<file path="config.mk">
export PLATFORM = sky130hd
export DESIGN_NAME = reg_write_scoreboard
export DESIGN_NICKNAME = d
export VERILOG_FILES = /design/src/rtl/reg_write_scoreboard.sv
export SDC_FILE = /design/constraint.sdc
export NUM_CORES = 1
export LEC_CHECK = 0
export ABC_AREA = 1
export CORE_MARGIN = 5
export CORE_UTILIZATION = 35
export CTS_CLUSTER_DIAMETER = 50
export DETAILED_ROUTE_END_ITERATION = 6
export PLACE_DENSITY = 0.59
export SETUP_SLACK_MARGIN = 0.02
export SLEW_MARGIN = 15
export SYNTH_ARGS = -nofsm -noshare
export SYNTH_HDL_FRONTEND = slang
export SYNTH_SLANG_ARGS = --single-unit
</file>
<file path="constraint.sdc">
create_clock -name clk -period 3.8 [get_ports clk]
set_input_delay 0.76 -clock clk [delete_from_list [all_inputs] [get_ports clk]]
set_output_delay 0.76 -clock clk [all_outputs]
set_load 0.01 [all_outputs]
</file>
<file path="src/rtl/reg_write_scoreboard.sv">
// Register write scoreboard: tracks in-flight register writes from issue
// until retirement, and answers decode-stage "is this source still pending
// (and is it a load)" queries to drive the decode stall.
module reg_write_scoreboard #(
  parameter int CNT_W  = 2,
  parameter bit FWD_EN = 1'b1
) (
  input  logic       clk,
  input  logic       rst,
  input  logic       issue_valid,
  output logic       issue_ready,
  input  logic       issue_wen,
  input  logic [4:0] issue_rd,
  input  logic       issue_load,
  input  logic       wb_valid,
  input  logic       wb_wen,
  input  logic [4:0] wb_rd,
  input  logic       flush,
  input  logic [4:0] rs1_D,
  input  logic [4:0] rs2_D,
  input  logic       use_rs2,
  output logic       busy_rs1,
  output logic       busy_rs2,
  output logic       stall_D,
  output logic [5:0] pend_total,
  output logic       wb_underflow
);

  localparam logic [CNT_W-1:0] CNT_MAX = {CNT_W{1'b1}};
  localparam logic [5:0]       TOT_MAX = 6'd63;

  // Entry 0 exists only to keep indexing uniform; rd==0 never updates it.
  logic [CNT_W-1:0] cnt_reg  [32];
  logic [CNT_W-1:0] cnt_next [32];
  logic [31:0]      ld_reg;
  logic [31:0]      ld_next;
  logic [5:0]       pend_total_reg;
  logic [5:0]       pend_total_next;
  logic             wb_underflow_reg;
  logic             wb_underflow_next;

  logic issue_fire;
  logic issue_upd;
  logic wb_upd;
  logic wb_dec;
  logic wb_under;

  // Issue is refused on flush or when the destination counter is full; a
  // concurrent retirement to the same register does not free the slot early.
  assign issue_ready = !flush && (cnt_reg[issue_rd] != CNT_MAX);
  assign issue_fire  = issue_valid && issue_ready;
  assign issue_upd   = issue_fire && issue_wen && (issue_rd != 5'd0);
  assign wb_upd      = wb_valid && wb_wen && (wb_rd != 5'd0) && !flush;
  assign wb_dec      = wb_upd && (cnt_reg[wb_rd] != '0);
  assign wb_under    = wb_upd && (cnt_reg[wb_rd] == '0);

  // Per-register next state: increment on issue, decrement on retirement,
  // youngest issued writer decides whether the pending value is a load.
  genvar gi;
  generate
    for (gi = 0; gi < 32; gi++) begin : g_reg
      logic inc_hit;
      logic dec_hit;
      assign inc_hit = issue_upd && (issue_rd == gi[4:0]);
      assign dec_hit = wb_dec && (wb_rd == gi[4:0]);

      // Counter and load-flag update for one architectural register.
      always_comb begin
        cnt_next[gi] = cnt_reg[gi];
        ld_next[gi]  = ld_reg[gi];
        if (flush) begin
          cnt_next[gi] = '0;
          ld_next[gi]  = 1'b0;
        end else if (inc_hit && !dec_hit) begin
          cnt_next[gi] = cnt_reg[gi] + 1'b1;
          ld_next[gi]  = issue_load;
        end else if (dec_hit && !inc_hit) begin
          cnt_next[gi] = cnt_reg[gi] - 1'b1;
          if (cnt_reg[gi] == {{(CNT_W-1){1'b0}}, 1'b1}) begin
            ld_next[gi] = 1'b0;
          end
        end else if (inc_hit && dec_hit) begin
          ld_next[gi] = issue_load;
        end
      end
    end
  endgenerate

  // Aggregate pending count (saturating) and sticky underflow flag.
  always_comb begin
    pend_total_next   = pend_total_reg;
    wb_underflow_next = wb_underflow_reg | wb_under;
    if (flush) begin
      pend_total_next = 6'd0;
    end else if (issue_upd && !wb_dec) begin
      if (pend_total_reg != TOT_MAX) pend_total_next = pend_total_reg + 6'd1;
    end else if (wb_dec && !issue_upd) begin
      if (pend_total_reg != 6'd0) pend_total_next = pend_total_reg - 6'd1;
    end
  end

  // State registers; reset overrides flush, issue and retirement.
  always_ff @(posedge clk) begin
    if (rst) begin
      for (int i = 0; i < 32; i++) cnt_reg[i] <= '0;
      ld_reg           <= '0;
      pend_total_reg   <= 6'd0;
      wb_underflow_reg <= 1'b0;
    end else begin
      cnt_reg          <= cnt_next;
      ld_reg           <= ld_next;
      pend_total_reg   <= pend_total_next;
      wb_underflow_reg <= wb_underflow_next;
    end
  end

  // Decode queries read current state only; same-cycle updates are not bypassed.
  assign busy_rs1     = (rs1_D != 5'd0) && (cnt_reg[rs1_D] != '0);
  assign busy_rs2     = use_rs2 && (rs2_D != 5'd0) && (cnt_reg[rs2_D] != '0);
  assign pend_total   = pend_total_reg;
  assign wb_underflow = wb_underflow_reg;

  generate
    if (FWD_EN) begin : g_fwd
      // Forwarding covers ALU results; only a pending load must hold decode.
      assign stall_D = (busy_rs1 && ld_reg[rs1_D]) || (busy_rs2 && ld_reg[rs2_D]);
    end else begin : g_nofwd
      assign stall_D = busy_rs1 || busy_rs2;
    end
  endgenerate

endmodule

</file>
# --- After elaboration in Yosys (flattened, before gate mapping) ---
# Index checks and enable logic that the tools add are counted.
classes:
  n_addsub: 66
  magnitude_cmp: 6
  eq_ne: 129
  muxes: 212
  n_bitwise: 5
  reduce_logical: 355
ops:
  columns: ["operator", "n"]
  rows:
  - ["1-bit logical AND", 176]
  - ["5-bit equality test, second input constant", 32]
  - ["2-bit 2-to-1 mux", 72]
  - ["1-bit 2-to-1 mux", 130]
  - ["3-bit by 2-bit inequality test with 1-bit output, second input constant", 32]
  - ["3-bit nonzero test", 32]
  - ["5-bit by 4-bit equality test with 1-bit output, second input constant", 16]
  - ["2-bit nonzero test", 37]
  - ["1-bit logical NOT", 67]
  - ["2-bit by 1-bit adder with 2-bit output, second input constant", 32]
  - ["2-bit by 1-bit equality test with 1-bit output, second input constant", 32]
  - ["2-bit AND reduction", 32]
  - ["2-bit by 1-bit subtractor with 2-bit output, second input constant", 32]
  - ["2-bit binary-select mux with 5-bit select", 4]
  - ["5-bit by 3-bit equality test with 1-bit output, second input constant", 8]
  - ["6-bit >= comparator, second input constant", 4]
  - ["6-bit 2-to-1 mux", 4]
  - ["5-bit NOT with 6-bit output", 4]
  - ["5-bit by 2-bit equality test with 1-bit output, second input constant", 4]
  - ["5-bit nonzero test", 4]
  - ["5-bit by 6-bit < comparator with 1-bit output, second input constant", 2]
  - ["1-bit binary-select mux with 5-bit select", 2]
  - ["5-bit by 1-bit equality test with 1-bit output, second input constant", 2]
  - ["5-bit logical NOT", 2]
  - ["11 further kinds", 11]
totals:
  ff_bits: 103
  input_bits: 29
  word_cells: 839

# --- Logic depth before layout (Yosys ltp) ---
depth:
  depth_word: 14
  depth_mapped: 26
  mapped_depth_nobuf: 25

# --- Worst setup path after synthesis ---
# Ideal clock, no wire load.
synth_timing:
  path_type: "input to register"
  startpoint: "input port wb_rd[4]"
  endpoint: "register pend_total_reg[5] (netlist: pend_total[5])"
  setup_ps: 113
  arrival_time_ps: 3259
  slack_ps: 428
  stages: 23
  path_buffers: 2
  path_cell_list: "clkbuf_1 > o21ai_1 > nor2_1 > nand2_1 > inv_1 > nand3b_1 > nand2_2 > inv_4 > buf_2 > nand2_1 > ha_1 > inv_1 > ha_1 > nand3_1 > nand2_1 > nand2_1 > nand2_1 > a21oi_1 > or2_2 > nand3_1 > nand2_1 > nand2_1 > nor2_1"
synth_via:
  elab_chain_cells: 10
  elab_cells_between_ends: 17
  classes_between: "eq/ne: 1; mux: 4; bitwise: 1; reduce/logical: 11"
synth_lines:
  columns: ["element", "line", "source"]
  rows:
  - ["from (decl)", "17", "input logic [4:0] wb_rd,"]
  - ["5-bit NOT with 6-bit output (not written as such)", "54", "assign wb_dec = wb_upd && (cnt_reg[wb_rd] != '0);"]
  - ["2-bit binary-select mux with 5-bit select", "54", null]
  - ["2-bit 2-to-1 mux (not written as such) (2 in series)", "54", null]
  - ["2-bit nonzero test", "54", null]
  - ["1-bit logical AND *", "54", null]
  - ["1-bit logical NOT", "95", "end else if (issue_upd && !wb_dec) begin"]
  - ["1-bit logical AND", "95", null]
  - ["2-bit by 1-bit inequality test with 1-bit output (no line) or 2-bit nonzero test (tied branches)", null, null]
  - ["3-bit AND reduction (no line)", null, null]
  - ["to (signal assigned)", "112", "pend_total_reg <= pend_total_next;"]
  - ["to (decl)", "37", "logic [5:0] pend_total_reg;"]
# Every way passes the cells marked *; elsewhere a longest branch is shown, timed or not. The select of a mux whose other input is x is not followed.
# A chain may end at the register's enable or synchronous reset.

# --- Final worst setup path ---
layout_timing:
  startpoint: "input port issue_rd[1]"
  endpoint: "register pend_total_reg[5] (netlist: pend_total[5])"
layout_via:
  elab_chain_cells: 13
  elab_cells_between_ends: 18
  classes_between: "eq/ne: 2; mux: 4; bitwise: 1; reduce/logical: 11"
layout_lines:
  columns: ["element", "line", "source"]
  rows:
  - ["from (decl)", "13", "input logic [4:0] issue_rd,"]
  - ["5-bit NOT with 6-bit output (not written as such)", "50", "assign issue_ready = !flush && (cnt_reg[issue_rd] != CNT_MAX);"]
  - ["2-bit binary-select mux with 5-bit select", "50", null]
  - ["2-bit 2-to-1 mux (not written as such) (2 in series)", "50", null]
  - ["2-bit inequality test", "50", null]
  - ["1-bit logical AND", "50", null]
  - ["1-bit logical AND", "51", "assign issue_fire = issue_valid && issue_ready;"]
  - ["1-bit logical AND", "52", "assign issue_upd = issue_fire && issue_wen && (issue_rd != 5'd0);"]
  - ["1-bit logical AND *", "52", null]
  - ["1-bit logical NOT", "97", "end else if (wb_dec && !issue_upd) begin"]
  - ["1-bit logical AND", "97", null]
  - ["2-bit nonzero test (no line)", null, null]
  - ["3-bit AND reduction (no line)", null, null]
# Marks and branches as above.

==> metrics.cfg <==
[detailed_routing]
routed_via_density = 5.14
detail-route-antenna-nets = 0
avgRoutedWirePerCell_um = 18.6
drc = 0
wirelength_mm = 38.0
dr_total_vias = 10500
drtIter0Drc = 972
dr.pass1.iters = 6

[global_route]
grt_pass1_vias = 9875
grt_start_max_net_pins = 59
grt_use_total_pct = 22.8
grt_pass1_wl_mm = 58.4
antenna_found_initial = 0
globalRouteOverflowTotal = 0

[timing]
whs_ps = 455
drv_slew = 0
slew_headroom_pct = 45.5
skew_ps = 15.5
worst_pin_slew_ps = 817
setup_tns_ps = 0
final_hold_viol_count = 0
fin_crit_ps = 3650
final-setup-viol-count = 0
rsz0062_at_grt = yes
fin_crit_sh_pct = 96.1
clock.fmax_mhz = 274

[worst_setup_path]
critical-path-top-delay-family = buffers and inverters
slowest_delay_ps = 460
crit_path_frequent_cell = nand2_1
cp-start-kind = primary input
crit_buf_inv = 6
worstPathArrival_ps = 3950
cp.required_ps = 4100
path_class = primary input to flip-flop
cp_slowest_cell = clkdlybuf4s50_1
cp_max_fo = 19
cp-end-kind = flip-flop
path_cells = clkdlybuf4s50_1 -> buf_6 -> nor2_1 -> inv_2 -> nor2_1 -> inv_1 -> o211ai_1 -> nor3_1 -> buf_4 -> ha_1 -> inv_1 -> ha_1 -> a21oi_1 -> nand2_1 -> nand2_1 -> nand2_1 -> a21oi_1 -> or2_2 -> nand3_1 -> nand2_1 -> nand2_1 -> nor2_1

[clocking]
cts_resized = 0
post_cts_buffers = 0
holdBufCountCts = 0
clockRootBuffer = clkbuf_16
path_clk_slew_ps = 80
cts_buffers = 9
cts_max_level = 3
cts_sinks = 103
clk_latency_ps = 370
cts_tree = done
cts_buffer_depth = 2

[pwr]
pwr_density_cell_mw_per_mm2 = 218
power.leakage_nw = 4.98
total_power_mw = 2.59
peakVddDrop_uv = 159

[placement]
place_hpwl_mm = 29.3
dp_cells = 2027
io_buffers = 39
place_congestion = 1.00

[yosys]
netlist_area_mm2 = 0.0102
yosysWarnings = 0
synth-edff-count = 0
ys_seq_elements = 103
postSynthAreaPerCell_um2 = 6.50
synth_xor_area_share_pct = 5.32
synth-main-ff-cell = dfxtp_1
synth_compound_area_share_pct = 15.1
netlist_instances = 1571
synth.area.mux_share_pct = 0
synth-async-reset-ratio_pct = 0
yosysUniqueCellTypes = 42
yosys.area_share.adder_pct = 20.4
seq_area_frac_synth_pct = 20.2
synth-simple-area-share_pct = 27.4
synth_top_family_by_area = simple AND/OR/NAND/NOR gates

[floorplan]
coreArea_mm2 = 0.0288
die_w_um = 181
start_util_pct = 35.5
die_h_um = 181
pin_count = 40
std_cell_rows = 62
die-area_mm2 = 0.0327

[min_path]
min_path_type = flip-flop to flip-flop

[layout]
fin_nets = 1849
synthToLayoutAreaGrowth_pct = 16.4
diodes = 0
fillers = 3056
largest_register_ffs = 64
final_cells = 2043
drive_gt1_share_pct = 8.14

[job]
cap_violations = 0

[run_status]
status = complete, no violations

-- layout by cell type, fill, tap and decap left out, drive strengths merged, types with 2 or more instances in the layout --
master,n
o211ai,14
or2,7
nor2,224
o22ai,2
buf,89
o21ai,120
xnor2,30
ha,165
o311ai,2
dfxtp,103
conb,8
inv,239
xor2,32
a22oi,3
clkbuf,9
a211oi,19
clkinv,5
o2111ai,3
nand4,69
clkdlybuf4s50,34
nand2,293
nand3,54
dlymetal6s2s,4
nor3,6
a21oi,114
o22a,2
-- logic make-up (layout without fill, tap and decap cells) --
kind of cell,after synthesis,in the layout
buffers and inverters,300,382
AO/OA/AOI/OAI,282,282
other,2,8
adder cells (fa/ha/maj),166,166
flip-flops,103,103
AND/OR/NAND/NOR,656,656
XOR/XNOR,62,62
-- report_power, final --
group	leakage (nW)	total (mW)	switching [mW]	internal, mW
sequential	0.830	1.09	0.00662	1.08
combinational	4.00	0.454	0.297	0.157
clock	0.151	1.04	0.513	0.530
-- per-stage QoR --
step	util, %	setup slack (ps)	cell area, µm²
after floorplan	-	428	10200
after global placement	40.1	-163	11600
after detailed placement	40.1	-247	11600
after CTS	41.2	57.4	11900
after global routing	41.3	-153	11900
final	41.3	148	11900
-- cell usage after synthesis, drive strengths merged, types with 6 or more instances --
cell type / count / share of area, %
a21oi: 114 / 5.6
o21ai: 120 / 5.9
nor2: 224 / 8.3
o211ai: 14 / 1.0
nand4: 69 / 4.5
buf: 22 / 1.3
nand3: 54 / 2.8
nand2: 293 / 11
xnor2: 30 / 2.6
nor3: 6 / 0.29
inv: 234 / 8.6
dfxtp: 103 / 20
a211oi: 19 / 1.4
xor2: 32 / 2.7
ha: 165 / 20
clkbuf: 39 / 1.4
or2: 7 / 0.43
-- worst paths after layout --
check | depth (start not counted) | slack [ps] | end | startpoint
max reg2reg | 20 | 590 | pend_total[5] | cnt_reg[8]
min reg2reg | 2 | 450 | wb_underflow | wb_underflow
max | 22 | 150 | pend_total[5] | issue_rd[1]
min | 2 | 450 | wb_underflow | wb_underflow
-- worst reg2reg max path: stages (launching register included) --
cell      delay [ps]
dfxtp_1          370
nor2_1           560
o22ai_1          150
o21ai_0          190
nand3b_1         110
nand2_2          100
inv_4             30
nand2_1           80
ha_1             210
inv_1             90
ha_1             300
a21oi_1          150
nand2_1          100
nand2_1           70
nand2_1           50
a21oi_1          140
or2_2            130
nand3_1           80
nand2_1           80
nand2_1           50
nor2_1           100
-- per-layer routing --
layer	vias to the layer above	global-route usage [%]	wire length [µm]
met2	390	38.3	17500
met3	61	4.08	2970
met5	-	0	0
met1	4841	30.3	16600
li1	5216	-	-
met4	0	6.05	904
-- layout make-up --
class	count	area, µm²	area share [%]
clock inverters	7	86.3	0.726
multi-input cells	1174	7010	59.0
well taps	384	480	4.04
flip-flops and latches	103	2060	17.3
clock buffers	9	225	1.89
repair buffers	127	1120	9.44
inverters	239	900	7.57
(Power assumes the default switching activity.)
